===== config.mk =====
export PLATFORM = sky130hd
export DESIGN_NAME = tc_timer_flat
export DESIGN_NICKNAME = d
export VERILOG_FILES = /design/src/rtl/tc_timer_pkg.sv /design/src/rtl/tc_timer_if.sv /design/src/rtl/tc_timer.sv /design/src/flat_wrapper.sv
export SDC_FILE = /design/constraint.sdc
export NUM_CORES = 1
export LEC_CHECK = 0
export CORE_ASPECT_RATIO = 1.75
export CORE_MARGIN = 2
export CORE_UTILIZATION = 40
export DETAILED_ROUTE_END_ITERATION = 10
export HOLD_SLACK_MARGIN = 0.03
export PLACE_DENSITY = 0.61
export SLEW_MARGIN = 20
export SYNTH_ARGS = -nofsm -noshare
export SYNTH_HDL_FRONTEND = slang
export SYNTH_SLANG_ARGS = --single-unit

===== constraint.sdc =====
create_clock -name clk -period 3 [get_ports clk]
set_clock_uncertainty 0.2 [all_clocks]
set_input_delay 0.6 -clock clk [delete_from_list [all_inputs] [get_ports clk]]
set_output_delay 0.6 -clock clk [all_outputs]
set_load 0.01 [all_outputs]

===== src/rtl/tc_timer_pkg.sv =====
`default_nettype none
// ============================================================================
// Module      : tc_timer_pkg
// Description : Shared constants for the tc_timer countdown timer.
//               Provides the FSM state encoding, register offsets, CTRL
//               field positions, mode codes and the byte-lane merge helper.
// Revision    : 1.0  initial release
// ============================================================================
package tc_timer_pkg;

  // Countdown FSM states (2-bit encoding)
  typedef enum logic [1:0] {
    TC_IDLE = 2'd0,
    TC_LOAD = 2'd1,
    TC_CNT  = 2'd2,
    TC_INT  = 2'd3
  } tc_state_e;

  // Word offsets (bus address bits [3:2])
  localparam logic [1:0] TC_ADDR_CTRL   = 2'd0;
  localparam logic [1:0] TC_ADDR_PRESET = 2'd1;
  localparam logic [1:0] TC_ADDR_COUNT  = 2'd2;
  localparam logic [1:0] TC_ADDR_RSVD   = 2'd3;

  // CTRL field positions; only the low TC_CTRL_W bits are stored
  localparam int TC_CTRL_W        = 4;
  localparam int TC_CTRL_EN_BIT   = 0;
  localparam int TC_CTRL_MODE_LSB = 1;
  localparam int TC_CTRL_MODE_MSB = 2;
  localparam int TC_CTRL_IM_BIT   = 3;

  // Mode codes; codes 2 and 3 fall back to one-shot behaviour
  localparam logic [1:0] TC_MODE_ONESHOT = 2'd0;
  localparam logic [1:0] TC_MODE_RELOAD  = 2'd1;

  // Merge the enabled byte lanes of new_val into old_val
  function automatic logic [31:0] tc_merge(input logic [31:0] old_val,
                                           input logic [31:0] new_val,
                                           input logic [3:0]  be);
    logic [31:0] res;
    res = old_val;
    for (int i = 0; i < 4; i++) begin
      if (be[i]) res[8*i +: 8] = new_val[8*i +: 8];
    end
    return res;
  endfunction

endpackage
`default_nettype wire


===== src/rtl/tc_timer_if.sv =====
`default_nettype none
// ============================================================================
// Module      : tc_timer_if
// Description : CPU data-bus responder interface of the tc_timer.
//               master : bridge/CPU side (drives sel/addr/byteen/wdata)
//               slave  : timer side (drives rdata and irq)
// Ports       : sel    - bridge select for this device
//               addr   - word offset (bus address bits [3:2])
//               byteen - byte-lane write enables
//               wdata  - write data
//               rdata  - read data, combinational from addr
//               irq    - interrupt request to the CPU hwInt input
// Revision    : 1.0  initial release
// ============================================================================
interface tc_timer_if;
  logic        sel;
  logic [1:0]  addr;
  logic [3:0]  byteen;
  logic [31:0] wdata;
  logic [31:0] rdata;
  logic        irq;

  modport master (output sel, output addr, output byteen, output wdata,
                  input  rdata, input irq);
  modport slave  (input  sel, input  addr, input  byteen, input  wdata,
                  output rdata, output irq);
endinterface
`default_nettype wire


===== src/rtl/tc_timer.sv =====
`default_nettype none
// ============================================================================
// Module      : tc_timer
// Description : Programmable countdown timer on the CPU data bus.
//               Registers CTRL (en/mode/im), PRESET and read-only COUNT,
//               four-state countdown FSM with one-shot and auto-reload
//               modes and a maskable, sticky (one-shot) interrupt.
// Ports       : clk   - rising-edge clock
//               reset - asynchronous active-high reset
//               bus   - tc_timer_if.slave (sel/addr/byteen/wdata in,
//                       rdata/irq out)
// Revision    : 1.0  initial release
// ============================================================================
module tc_timer
  import tc_timer_pkg::*;
(
  input  wire logic  clk,
  input  wire logic  reset,
  tc_timer_if.slave  bus
);

  logic [TC_CTRL_W-1:0] ctrl_q,     ctrl_d;
  logic [31:0]          preset_q,   preset_d;
  logic [31:0]          count_q,    count_d;
  tc_state_e            state_q,    state_d;
  logic                 irq_flag_q, irq_flag_d;
  logic                 irq_q,      irq_d;

  logic wr_en;
  logic ctrl_wr;
  logic preset_wr;
  logic mode_reload;

  assign wr_en       = bus.sel && (bus.byteen != 4'd0);
  assign ctrl_wr     = wr_en && (bus.addr == TC_ADDR_CTRL);
  assign preset_wr   = wr_en && (bus.addr == TC_ADDR_PRESET);
  assign mode_reload = (ctrl_q[TC_CTRL_MODE_MSB:TC_CTRL_MODE_LSB] == TC_MODE_RELOAD);

  // Next-state / next-register computation
  always_comb begin
    ctrl_d     = ctrl_q;
    preset_d   = preset_q;
    count_d    = count_q;
    state_d    = state_q;
    irq_flag_d = irq_flag_q;

    // PRESET only feeds the next LOAD; a running count is not touched
    if (preset_wr) preset_d = tc_merge(preset_q, bus.wdata, bus.byteen);

    case (state_q)
      TC_IDLE: begin
        if (ctrl_q[TC_CTRL_EN_BIT]) state_d = TC_LOAD;
      end
      TC_LOAD: begin
        count_d = preset_q;
        state_d = TC_CNT;
      end
      TC_CNT: begin
        if (!ctrl_q[TC_CTRL_EN_BIT]) begin
          state_d = TC_IDLE;
        end else if (count_q == 32'd0) begin
          irq_flag_d = 1'b1;
          state_d    = TC_INT;
        end else begin
          count_d = count_q - 32'd1;
        end
      end
      TC_INT: begin
        if (mode_reload) begin
          irq_flag_d = 1'b0;
          state_d    = TC_LOAD;
        end else begin
          // One-shot: flag stays set until software rewrites CTRL
          ctrl_d[TC_CTRL_EN_BIT] = 1'b0;
          state_d                = TC_IDLE;
        end
      end
      default: state_d = TC_IDLE;
    endcase

    // A CTRL write wins over every FSM action at the same edge,
    // including the one-shot clear of en and any COUNT update.
    // Only byte lane 0 carries stored CTRL bits.
    if (ctrl_wr) begin
      ctrl_d     = bus.byteen[0] ? bus.wdata[TC_CTRL_W-1:0] : ctrl_q;
      count_d    = count_q;
      state_d    = TC_IDLE;
      irq_flag_d = 1'b0;
    end

    // Registered copy of flag & mask, identical to the AND of the flops
    irq_d = irq_flag_d & ctrl_d[TC_CTRL_IM_BIT];
  end

  always_ff @(posedge clk or posedge reset) begin
    if (reset) begin
      ctrl_q     <= '0;
      preset_q   <= '0;
      count_q    <= '0;
      state_q    <= TC_IDLE;
      irq_flag_q <= 1'b0;
      irq_q      <= 1'b0;
    end else begin
      ctrl_q     <= ctrl_d;
      preset_q   <= preset_d;
      count_q    <= count_d;
      state_q    <= state_d;
      irq_flag_q <= irq_flag_d;
      irq_q      <= irq_d;
    end
  end

  // Zero-latency read path, independent of sel
  always_comb begin
    case (bus.addr)
      TC_ADDR_CTRL:   bus.rdata = {{(32-TC_CTRL_W){1'b0}}, ctrl_q};
      TC_ADDR_PRESET: bus.rdata = preset_q;
      TC_ADDR_COUNT:  bus.rdata = count_q;
      default:        bus.rdata = 32'd0;
    endcase
  end

  assign bus.irq = irq_q;

endmodule
`default_nettype wire


===== src/flat_wrapper.sv =====
// flat-port wrapper written by rule: the top's interface ports become plain ports
module tc_timer_flat import tc_timer_pkg::*;
  (clk, reset, bus_sel, bus_addr, bus_byteen, bus_wdata, bus_rdata, bus_irq);
  tc_timer_if bus_i ();
  input  wire logic clk;
  input  wire logic reset;
  input wire logic [$bits(bus_i.sel)-1:0] bus_sel;
  input wire logic [$bits(bus_i.addr)-1:0] bus_addr;
  input wire logic [$bits(bus_i.byteen)-1:0] bus_byteen;
  input wire logic [$bits(bus_i.wdata)-1:0] bus_wdata;
  output wire logic [$bits(bus_i.rdata)-1:0] bus_rdata;
  output wire logic [$bits(bus_i.irq)-1:0] bus_irq;
  assign bus_i.sel = bus_sel;
  assign bus_i.addr = bus_addr;
  assign bus_i.byteen = bus_byteen;
  assign bus_i.wdata = bus_wdata;
  assign bus_rdata = bus_i.rdata;
  assign bus_irq = bus_i.irq;
  tc_timer u_core (.clk(clk), .reset(reset), .bus(bus_i));
endmodule

**Word level (Yosys, flattened, before mapping)**

Cells that the tools add are included.

- Reduce and logical (&&, ||, !) cells: 17
- Mux-type cells: 19
- Bitwise logic cells: 2
- Equality and inequality tests: 12
- $add $sub $neg: 1

Operators with widths:

| operator | number |
|---|---|
| case mux 32 bit (3 select lines) | 1 |
| 2-to-1 mux 32 bit | 2 |
| case mux 32 bit (2 select lines) | 1 |
| logical NOT 32 bit | 1 |
| subtractor 32 x 1 -> 32 bit (second input constant) | 1 |
| AND reduction 2 bit | 6 |
| 2-to-1 mux 2 bit | 4 |
| 2-to-1 mux 4 bit | 2 |
| case mux 2 bit (4 select lines) | 1 |
| 2-to-1 mux 1 bit | 7 |
| equality test 2 x 1 -> 1 bit (second input constant) | 3 |
| equality test 2 bit (second input constant) | 3 |
| logical NOT 2 bit | 2 |
| != test 2 x 1 -> 1 bit (second input constant) | 2 |
| != test 2 bit (second input constant) | 2 |
| != test 4 bit (second input constant) | 1 |
| AND reduction 4 bit | 1 |
| nonzero test 2 bit | 2 |
| nonzero test 4 bit | 1 |
| logical AND 1 bit | 3 |
| != test 3 x 1 -> 1 bit (second input constant) | 1 |
| AND reduction 3 bit | 1 |
| case mux 1 bit (2 select lines) | 1 |
| AND 1 bit | 1 |
| inverter 1 bit | 1 |

- Logic and storage cells: 62
- Bits of input ports: 41
- Flip-flop bits (word level): 72
- Output and inout bits: 33

**Depth between registers and ports, before layout**

Gate-level depths: netlist (run 1).

- Depth after elaboration: 6
- Depth in mapped cells: 10
- Mapped depth without buffers: 7

**Worst setup path before layout (run 1)**

No wires, ideal clock.

- Kind: input -> register
- From: input port bus_addr[1]
- To: register u_core.count_q[22]
- Data arrival time: 2.189 ns
- Required time: 2.674 ns
- Stages on the path: 9
- Buffers on the path: 3
- Slack: 0.485 ns
- Setup time: 0.126 ns
- Path through: buf_2 -> or3b_1 -> nor2_2 -> a21o_1 -> buf_2 -> inv_2 -> o31a_1 -> buf_2 -> a221o_1

- Word-level cells in the longest chain between the ends: 4

RTL lines:

| element | line | source |
|---|---|---|
| start, declared | flat_wrapper.sv:8 | `input wire logic [$bits(bus_i.addr)-1:0] bus_addr;` |
| logical NOT 2 bit | tc_timer.sv:35 | `assign ctrl_wr = wr_en && (bus.addr == TC_ADDR_CTRL);` |
| logical AND 1 bit | tc_timer.sv:35 |  |
| inverter 1 bit (no source line) | -- |  |
| AND reduction 4 bit (no source line) | -- |  |
| end signal, assigned | tc_timer.sv:106 | `count_q <= count_d;` |
| end, declared | tc_timer.sv:24 | `logic [31:0] count_q, count_d;` |

No other way between the ends.
A chain may end at the register's enable or synchronous reset.

**Worst setup path after layout (run 1)**

- From: input port bus_addr[0]
- To: output port bus_rdata[15]

- Word-level cells in the longest chain between the ends: 2
- Elaborated cells between the ends (all ways): 4
- Those cells by class: eq/ne (2); mux (1); reduce/logical (1)

RTL lines:

| element | line | source |
|---|---|---|
| equality test 2 bit, or another cell as far along | tc_timer.sv:115 | `case (bus.addr)` |
| case mux 32 bit (3 select lines) * | tc_timer.sv:115 |  |
| end, declared | flat_wrapper.sv:11 | `output wire logic [$bits(bus_i.rdata)-1:0] bus_rdata;` |

Every way passes the cells marked *; elsewhere a longest branch is shown, timed or not.

==> impl_metrics.tcl, run 1 <==
set metrics [dict create \
    num_io_pins 74 \
    wl_met1_um 4560 \
    synth_edf_count 0 \
    cts_num_sinks 72 \
    syn_nets 465 \
    grt_usage 0.219 \
    fin_setup_tns_ns 0 \
    synth.yosys.seq_area_share 0.440 \
    final_util 0.547 \
    die_x_um 80.5 \
    syn_to_final_growth_pct 32.3 \
    hp-class "reg -> reg" \
    grt_setup_unrepaired "no" \
    routed_wl_um 11600 \
    cp.required_ns 2.20 \
    async_flop_share 1.00 \
    antenna_found_initial 0 \
    post-route-period-util 0.916 \
    most-common-layout-cells "dfrtp_1, clkdlybuf4s50_1, a21oi_1, mux2_2" \
    cts.path.max_buffers 2 \
    ys_seq_elements 72 \
    postSynth.topFlopCell "dfrtp_1" \
    core_area_um2 9910 \
    fin_hold_ws_ns 0.319 \
    cpLargestDelayFamily "buffers and inverters" \
    p_per_area_nw_per_um2 850 \
    hold_viol_final 0 \
    synth_area_um2 4100 \
    clk_latency_ns 0.33 \
    p_total_mw 4.61 \
    antennaDiodeCount 0 \
    rows 48 \
    max_freq_mhz 364 \
    grt-ovfl-total 0 \
    cts_tree "done" \
    numPortBuffers 73 \
    place.gp.congestion 0.859 \
    grt_pass1_wl_um 18400 \
    cts_hold_buf 0 \
    worst_pin_slew_ns 0.597 \
    ir_drop_v 0.000478 \
    firstDrtPassIters 4 \
    final_common_cell "dfrtp_1" \
    crit_buf_inv 4 \
    wl_met3_um 539 \
    root_buffer "clkbuf_16" \
    synth.avg_cell_area_um2 9.71 \
    hpwl_um 8400 \
    setup.worst_path.end_class "output port" \
    cp_data_arrival_time_ns 1.95 \
    cts_made_buffers 9 \
    route.detailed.drc 0 \
    start_util 0.414 \
    status "complete, no violations" \
    fillers 965 \
    viasPerCell 5.88 \
    crit_fanout 28 \
    max_stage_delay_ns 0.43 \
    cts.clk_slew.worst_paths_ns 0.05 \
    die_y_um 138 \
    grt_pass1_vias 3721 \
    die_area_um2 11100 \
    drive_gt1_frac 0.193 \
    worstSetupPathType "in -> out" \
    cts_htree_levels 3 \
    place_worst_setup_slack_ns -0.0852 \
    setup_slack_ns 0.252 \
    start_kind "input pin" \
    drt_iter0_markers 195 \
    fin_crit_ns 2.75 \
    final_nets 552 \
    final_antenna_net_count 0 \
    met2_length_um 6210 \
    routed.top_layer "met4" \
    ys_types 54 \
    crit_slowest_cell "clkdlybuf4s50_1" \
    setup_viol 0 \
    multi_input_area_um2 2160 \
    ff_latch_area_um2 1800 \
    power.leakage_nw 2.35 \
    drv_slew 0 \
    max_slew_margin 0.599 \
    wire_per_inst_um 18.1 \
    synth_cells 422 \
    drv_cap 0 \
    vias 3756 \
    yosysWarnings 0 \
    grt_max_degree 73 \
    worstPathCellList "clkdlybuf4s50_1 > buf_4 > nor2b_4 > buf_12 > a22o_1 > dlygate4sd2_1" \
]
==> registers in the layout, indices dropped and copies added, names as in the netlist <==
| name | flops |
|---|---|
| u_core.bus.irq | 1 |
| u_core.count_q | 32 |
| u_core.ctrl_q | 4 |
| u_core.irq_flag_q | 1 |
| u_core.preset_q | 32 |
| u_core.state_q | 2 |
==> cell usage after synthesis (2+ instances only) <==
| library cell | number | area share |
|---|---|---|
| nand3_1 | 10 | 0.012 |
| and2_1 | 4 | 0.0061 |
| o21ai_1 | 11 | 0.013 |
| a31oi_1 | 10 | 0.015 |
| nand4_1 | 4 | 0.0061 |
| nand2_1 | 23 | 0.021 |
| o31ai_1 | 4 | 0.0073 |
| o2bb2ai_1 | 2 | 0.0043 |
| and4_1 | 2 | 0.0043 |
| clkbuf_1 | 21 | 0.019 |
| nor3_1 | 14 | 0.017 |
| dfrtp_1 | 72 | 0.44 |
| and3_1 | 3 | 0.0046 |
| o31a_1 | 4 | 0.0085 |
| nand2b_1 | 3 | 0.0046 |
| o21a_1 | 3 | 0.0055 |
| nor2b_1 | 4 | 0.0061 |
| nor4_1 | 9 | 0.014 |
| a21o_1 | 2 | 0.0037 |
| a21oi_1 | 35 | 0.043 |
| a22oi_1 | 2 | 0.0037 |
| nor2_1 | 27 | 0.025 |
| nor4_4 | 2 | 0.010 |
| o22ai_1 | 5 | 0.0076 |
| a2bb2oi_1 | 2 | 0.0043 |
| buf_1 | 2 | 0.0018 |
| inv_1 | 5 | 0.0046 |
| o32ai_1 | 2 | 0.0043 |
| mux2i_1 | 5 | 0.012 |
| o22a_1 | 3 | 0.0064 |
| o21ai_0 | 31 | 0.038 |
| buf_2 | 7 | 0.0085 |
| a41o_1 | 2 | 0.0049 |
| or3_1 | 3 | 0.0046 |
| ha_1 | 2 | 0.0061 |
| nand3b_1 | 2 | 0.0037 |
| mux2_2 | 35 | 0.096 |
| a22o_1 | 29 | 0.062 |
==> per-layer routing <==
| metal | track usage | vias to the layer above |
|---|---|---|
| met4 | 0.0998 | 0 |
| li1 | - | 1779 |
| met3 | 0.0332 | 20 |
| met2 | 0.386 | 115 |
| met5 | 0 | - |
| met1 | 0.260 | 1842 |
==> where the power goes <==
| group | switching, mW | internal (mW) |
|---|---|---|
| clock | 0.392 | 0.576 |
| sequential | 0.451 | 1.30 |
| combinational | 0.976 | 0.910 |
| total | 1.82 | 2.79 |
==> worst paths after layout <==
kind                                   start                   to  slack, ns  depth (start not counted)
min                        u_core.irq_flag_q    u_core.irq_flag_q       0.32                          2
max                              bus_addr[0]        bus_rdata[15]       0.25                          6
max in group asynchronous              reset  u_core.preset_q[22]       1.81                          3
max reg2reg                u_core.count_q[8]    u_core.count_q[6]       0.49                          6
min reg2reg                u_core.irq_flag_q    u_core.irq_flag_q       0.32                          2
min in group asynchronous              reset  u_core.preset_q[11]       0.47                          3
==> area by class of cell <==
class / instances / area share
well taps: 125 / 0.0289
inverters: 6 / 0.00416
repair buffers: 107 / 0.187
flip-flops and latches: 72 / 0.332
clock inverters: 4 / 0.00369
multi-input cells: 313 / 0.398
clock buffers: 12 / 0.0455
==> worst reg2reg max path, delay by kind of cell, from the launching register on <==
family / cells / cell delay, ns
buffers and inverters: 1 / 0.24
flip-flops: 1 / 0.48
AND/OR/NAND/NOR: 2 / 0.75
AO/OA/AOI/OAI: 3 / 0.73
==> stage by stage <==
step                instances  cell area (um2)
detailed placement        623             5180
global placement          623             5180
CTS                       639             5420
global route              639             5420
finish                    639             5420
floorplan                 422             4100
==> cells by family (layout without fill, tap and decap cells) <==
| group | after synthesis | in the layout | share of synthesized area |
|---|---|---|---|
| compound gates | 151 | 151 | 0.244 |
| fa+ha+maj | 2 | 2 | 0.00611 |
| buf+inv | 37 | 129 | 0.0379 |
| flops | 72 | 72 | 0.440 |
| mux | 40 | 40 | 0.108 |
| simple gates | 120 | 120 | 0.164 |
==> timing repair <==
action,CTS,global route
buffers inserted,0,0
resized for setup,33,2
endpoints found under the setup margin,32,2
(Power assumes the default switching activity.)
==> run 2, diff against run 1 <==
--- a/config.mk
+++ b/config.mk
@@ -5,12 +5,13 @@
 export SDC_FILE = /design/constraint.sdc
 export NUM_CORES = 1
 export LEC_CHECK = 0
+export ABC_AREA = 1
 export CORE_ASPECT_RATIO = 1.75
 export CORE_MARGIN = 2
 export CORE_UTILIZATION = 40
 export DETAILED_ROUTE_END_ITERATION = 10
 export HOLD_SLACK_MARGIN = 0.03
-export PLACE_DENSITY = 0.61
+export PLACE_DENSITY = 0.6
 export SLEW_MARGIN = 20
 export SYNTH_ARGS = -nofsm -noshare
 export SYNTH_HDL_FRONTEND = slang
==> run 2 against run 1 <==
- clock-buffer cell count fell by 1
- power is 9.3% higher
- wire length up 17%
- hold slack better by 0.011 ns
- first-iteration DRC count up 5.1%
- sequential power fell by 7%
- setup slack got worse by 0.056 ns
- critical endpoint is now bus_rdata[16]
- largest power group unchanged
==> impl_metrics.tcl, run 2 <==
set metrics [dict create \
    status "complete, no violations" \
    postSynth.topFlopCell "dfrtp_1" \
    syn_nets 717 \
    drive_gt1_frac 0.0859 \
    crit_fanout 10 \
    drv_slew 0 \
    fin_crit_ns 2.80 \
    p_total_mw 5.04 \
    root_buffer "clkbuf_16" \
    start_util 0.407 \
    synth_area_leaders "dfrtp_1, nand2_1, inv_1, nor2_1, o21ai_0" \
    cts.path.max_buffers 2 \
    rows 51 \
    most-common-layout-cells "nand2_1, inv_1, dfrtp_1" \
    synth_largest_area_cell "dfrtp_1" \
    numPortBuffers 73 \
    route.detailed.drc 0 \
    ys_types 30 \
    ys_seq_elements 72 \
    rrSetupSlack_ns 0.80 \
    synth_top_area_frac 0.399 \
    cp_data_arrival_time_ns 2.00 \
    cp.required_ns 2.20 \
    routed_wl_um 13500 \
    synthMostInstantiatedCell "nand2_1" \
    vias 4629 \
    async_flop_share 1.00 \
    worstPathCellList "clkdlybuf4s50_1 > inv_1 > nor2_2 > inv_1 > buf_4 > o22ai_1 > dlygate4sd2_1" \
    post-route-period-util 0.935 \
    crit_buf_inv 5 \
    hpwl_um 10100 \
    cts.clk_slew.worst_paths_ns 0.06 \
    max_slew_margin 0.607 \
    max_stage_delay_ns 0.47 \
    drv_cap 0 \
    final_common_cell "nand2_1" \
    hp-class "reg -> reg" \
    synth_cells 674 \
    largestRegisters "u_core.count_q x32, u_core.preset_q x32, u_core.ctrl_q x4" \
    yosysWarnings 0 \
    setup_viol 0 \
    setup.worst_path.end_class "output port" \
    crit_top_cell "inv_1" \
    cts_num_sinks 72 \
    grt_setup_unrepaired "no" \
    grt_pass1_wl_um 22100 \
    wire_per_inst_um 15.2 \
    power.leakage_nw 2.95 \
    num_io_pins 74 \
    grt_max_degree 73 \
    antenna_found_initial 0 \
    start_kind "input pin" \
    fin_cells 889 \
    cts_made_buffers 9 \
    fin_hold_ws_ns 0.330 \
    place.gp.congestion 0.869 \
    core_area_um2 11100 \
    grt_usage 0.231 \
    p_per_area_nw_per_um2 869 \
    antennaDiodeCount 0 \
    fillers 1156 \
    die_x_um 84.3 \
    cts_tree "done" \
    clk_latency_ns 0.34 \
    viasPerCell 5.21 \
    final_antenna_net_count 0 \
    final_nets 795 \
    grt-ovfl-total 0 \
    cts_hold_buf 0 \
    synth_edf_count 0 \
    crit_slowest_cell "clkdlybuf4s50_1" \
    cts_htree_levels 3 \
    final_util 0.522 \
    drt_iter0_markers 205 \
    hold_viol_final 0 \
    synth.yosys.seq_area_share 0.399 \
    netlist_top_cells_count "nand2_1, inv_1, dfrtp_1" \
    firstDrtPassIters 4 \
    synth_area_um2 4520 \
    synth.avg_cell_area_um2 6.70 \
    syn_to_final_growth_pct 28.3 \
    grt_pass1_vias 4556 \
    worstSetupPathType "in -> out" \
    max_freq_mhz 357 \
    worst_pin_slew_ns 0.588 \
    dp.cells 872 \
    die_y_um 145 \
    die_area_um2 12200 \
    cpLargestDelayFamily "buffers and inverters" \
    ir_drop_v 0.000432 \
]
[run 2: repair_timing]
item,4_1_cts,5_1_grt
resized for setup,22,12
setup buffers,0,0
pin swaps,0,0
endpoints found under the setup margin,19,12
[run 2: metrics by stage]
stage	instance area, um2	TNS, ns	setup slack, ns
after floorplan	4520	0	0.375
after global placement	5460	-2.40	-0.125
after detailed placement	5460	-5.70	-0.192
after CTS	5740	0	0.00476
after global routing	5800	0	0.0816
final	5800	0	0.196
[run 2: final cells by class]
class | count | area, um2 | area share
multi-input cells | 489 | 2270 | 0.392
clock inverters | 5 | 56.3 | 0.00971
well taps | 132 | 165 | 0.0285
clock buffers | 11 | 243 | 0.0419
inverters | 90 | 338 | 0.0583
flip-flops and latches | 72 | 1800 | 0.311
repair buffers | 90 | 921 | 0.159
[run 2: worst paths after layout]
path	start	end	depth (start not counted)
min in group asynchronous	reset	u_core.preset_q[12]	3
worst max-delay path	bus_addr[0]	bus_rdata[16]	7
max in group asynchronous	reset	u_core.count_q[31]	3
worst min-delay path	u_core.preset_q[8]	u_core.preset_q[8]	2
worst min register to register	u_core.preset_q[8]	u_core.preset_q[8]	2
worst max register to register	u_core.count_q[0]	u_core.count_q[27]	10
[run 2: logic make-up (layout without fill, tap and decap cells)]
| kind of cell | count (synthesis) | count (layout) | synth area share |
|---|---|---|---|
| fa+ha+maj | 2 | 2 | 0.00554 |
| flops | 72 | 72 | 0.399 |
| mux | 3 | 3 | 0.00748 |
| buf+inv | 113 | 196 | 0.101 |
| simple gates | 368 | 368 | 0.343 |
| compound gates | 116 | 116 | 0.144 |
[run 2: per-layer routing]
metal,track usage,up-vias,routed length [um]
met1,0.262,2164,5290
met4,0.125,0,629
met2,0.414,118,7150
li1,-,2309,-
met3,0.0337,38,436
met5,0,-,0
[run 2: worst min-delay path: stages, from the launching register on]
cell,delay (ns)
dfrtp_1,0.32
inv_1,0.05
a21oi_1,0.12
[run 2: power breakdown]
| part | leakage, nW | total (mW) | internal [mW] | switching, mW |
|---|---|---|---|---|
| Sequential | 0.883 | 1.62 | 1.30 | 0.324 |
| Combinational | 1.92 | 2.32 | 0.824 | 1.50 |
| Clock | 0.145 | 1.09 | 0.665 | 0.423 |
==> run 3, diff against run 2 <==
--- a/config.mk
+++ b/config.mk
@@ -12,7 +12,9 @@
 export DETAILED_ROUTE_END_ITERATION = 10
 export HOLD_SLACK_MARGIN = 0.03
 export PLACE_DENSITY = 0.6
-export SLEW_MARGIN = 20
+export SKIP_CTS_REPAIR_TIMING = 1
+export SKIP_LAST_GASP = 1
+export SLEW_MARGIN = 25
 export SYNTH_ARGS = -nofsm -noshare
 export SYNTH_HDL_FRONTEND = slang
 export SYNTH_SLANG_ARGS = --single-unit
==> run 3 against run 2 <==
- wire length rose by 2.6%
- design area increased by 1.2%
- non-clock buffer count is the same
- combinational power about the same
- sequential power is essentially flat
- power is 0.87% higher
- clock power hardly changed
- largest power group unchanged
- clock-buffer cell count is 2 higher
- flip-flop and latch count did not move
==> impl_metrics.tcl, run 3 (same netlist as run 2, synthesis figures left out) <==
set metrics [dict create \
    status "complete, no violations" \
    clkPwrFrac 0.217 \
    grt-ovfl-total 0 \
    hold_viol_final 0 \
    final_common_cell "nand2_1" \
    worst_setup_path_endpoint "bus_rdata[16]" \
    numPortBuffers 73 \
    start_kind "input pin" \
    vias 4617 \
    p_per_area_nw_per_um2 866 \
    grt_pass1_vias 4592 \
    ff_latch_area_um2 1800 \
    routed_wl_um 13900 \
    grt_setup_unrepaired "no" \
    r2r-start "u_core.count_q[1]" \
    internal_power_mw 2.83 \
    place.gp.congestion 0.869 \
    fillers 1143 \
    drt_iter0_markers 196 \
    cp.depth 7 \
    cts.clk_slew.worst_paths_ns 0.06 \
    syn_to_final_growth_pct 29.9 \
    start_util 0.407 \
    crit_buf_inv 5 \
    die_area_um2 12200 \
    die_x_um 84.3 \
    core_area_um2 11100 \
    p_seq_frac 0.320 \
    power.leakage_nw 3.18 \
    die_y_um 145 \
    most-common-layout-cells "nand2_1, inv_1, dfrtp_1" \
    max_freq_mhz 370 \
    netSwitchingFraction 0.442 \
    final_antenna_net_count 0 \
    clk_latency_ns 0.34 \
    cts.path.max_buffers 2 \
    grt_max_degree 73 \
    drv_slew 0 \
    ir_drop_v 0.000452 \
    antenna_found_initial 0 \
    cp_data_arrival_time_ns 1.90 \
    worstPathCellList "clkdlybuf4s50_1 > inv_1 > nor2_2 > inv_1 > buf_4 > o22ai_1 > dlymetal6s2s_1" \
    firstDrtPassIters 6 \
    crit_top_cell "inv_1" \
    grt_pass1_wl_um 22300 \
    reg2reg_to "u_core.count_q[8]" \
    startpoint "bus_addr[0]" \
    viasPerCell 5.19 \
    post-route-period-util 0.902 \
    grt_usage 0.235 \
    cts_num_sinks 72 \
    worst_pin_slew_ns 0.642 \
    root_buffer "clkbuf_16" \
    max_stage_delay_ns 0.47 \
    antennaDiodeCount 0 \
    cpLargestDelayFamily "buffers and inverters" \
    largestRegisters "u_core.count_q x32, u_core.preset_q x32, u_core.ctrl_q x4" \
    setup.worst_path.end_class "output port" \
    drv_cap 0 \
    reg2regPathDepth 12 \
    hpwl_um 10200 \
    wire_per_inst_um 15.6 \
    worstSetupPathType "in -> out" \
    rrSetupSlack_ns 0.79 \
    power_frac_comb 0.463 \
    crit_slowest_cell "clkdlybuf4s50_1" \
    drive_gt1_frac 0.0832 \
    cts_htree_levels 3 \
    setup_viol 0 \
    final_util 0.528 \
    switching_power_mw 2.25 \
    fin_crit_ns 2.70 \
    rows 51 \
    crit_fanout 10 \
    hp-class "reg -> reg" \
    multi_input_area_um2 2270 \
    cts_tree "done" \
    num_io_pins 74 \
    final_nets 795 \
    p_total_mw 5.08 \
    cp.required_ns 2.20 \
    route.detailed.drc 0 \
    cts_made_buffers 9 \
    max_slew_margin 0.571 \
]
## run 3: power by group through the flow
stage / Sequential (mW) / Clock (mW) / Combinational [mW]
finish: 1.63 / 1.10 / 2.35
global route: 1.67 / 1.17 / 2.65
CTS: 1.62 / 1.12 / 2.39
detailed placement: 1.63 / 0 / 2.38
global placement: 1.63 / 0 / 2.28
floorplan: 1.54 / 0 / 1.70
## run 3: layer usage
| layer | GRT usage | share of wire | wire [um] |
|---|---|---|---|
| met1 | 0.264 | 0.40 | 5500 |
| met2 | 0.418 | 0.53 | 7380 |
| met4 | 0.135 | 0.041 | 563 |
| met5 | 0 | 0 | 0 |
| met3 | 0.0365 | 0.030 | 411 |
## run 3: cell type report
type                            count  share of cell area
Multi-Input combinational cell    489               0.386
Sequential cell                    72               0.307
Timing Repair Buffer               90               0.170
Inverter                           90              0.0576
Clock buffer                       13              0.0444
Tap cell                          132              0.0282
Clock inverter                      3             0.00682
## run 3: tightest hold or removal path: cells and delay by family, from the launching register on
kind	cells	cell delay, ns
AND/OR/NAND/NOR	1	0.07
AO/OA/AOI/OAI	1	0.08
flip-flops	1	0.34
## run 3: stage by stage
step | cell area [um2] | setup WS (ns) | hold WS, ns | setup TNS (ns) | cells
floorplan | 4520 | 0.375 | 0.281 | 0 | 674
CTS | 5790 | -0.143 | 0.321 | -0.819 | 889
global route | 5870 | 0.190 | 0.362 | 0 | 889
finish | 5870 | 0.295 | 0.325 | 0 | 889
detailed placement | 5490 | -0.135 | 0.307 | -0.699 | 873
global placement | 5460 | -0.125 | 0.313 | -2.40 | 872
## run 3: how the worst min path moves through the flow
stage / end / startpoint / depth (start not counted)
after CTS: u_core.ctrl_q[3] / u_core.ctrl_q[3] / 2
after global placement: u_core.preset_q[8] / u_core.preset_q[8] / 2
after floorplan: u_core.ctrl_q[3] / u_core.ctrl_q[3] / 2
after global routing: u_core.preset_q[12] / u_core.preset_q[12] / 2
final: u_core.ctrl_q[3] / u_core.ctrl_q[3] / 2
after detailed placement: u_core.ctrl_q[3] / u_core.ctrl_q[3] / 2
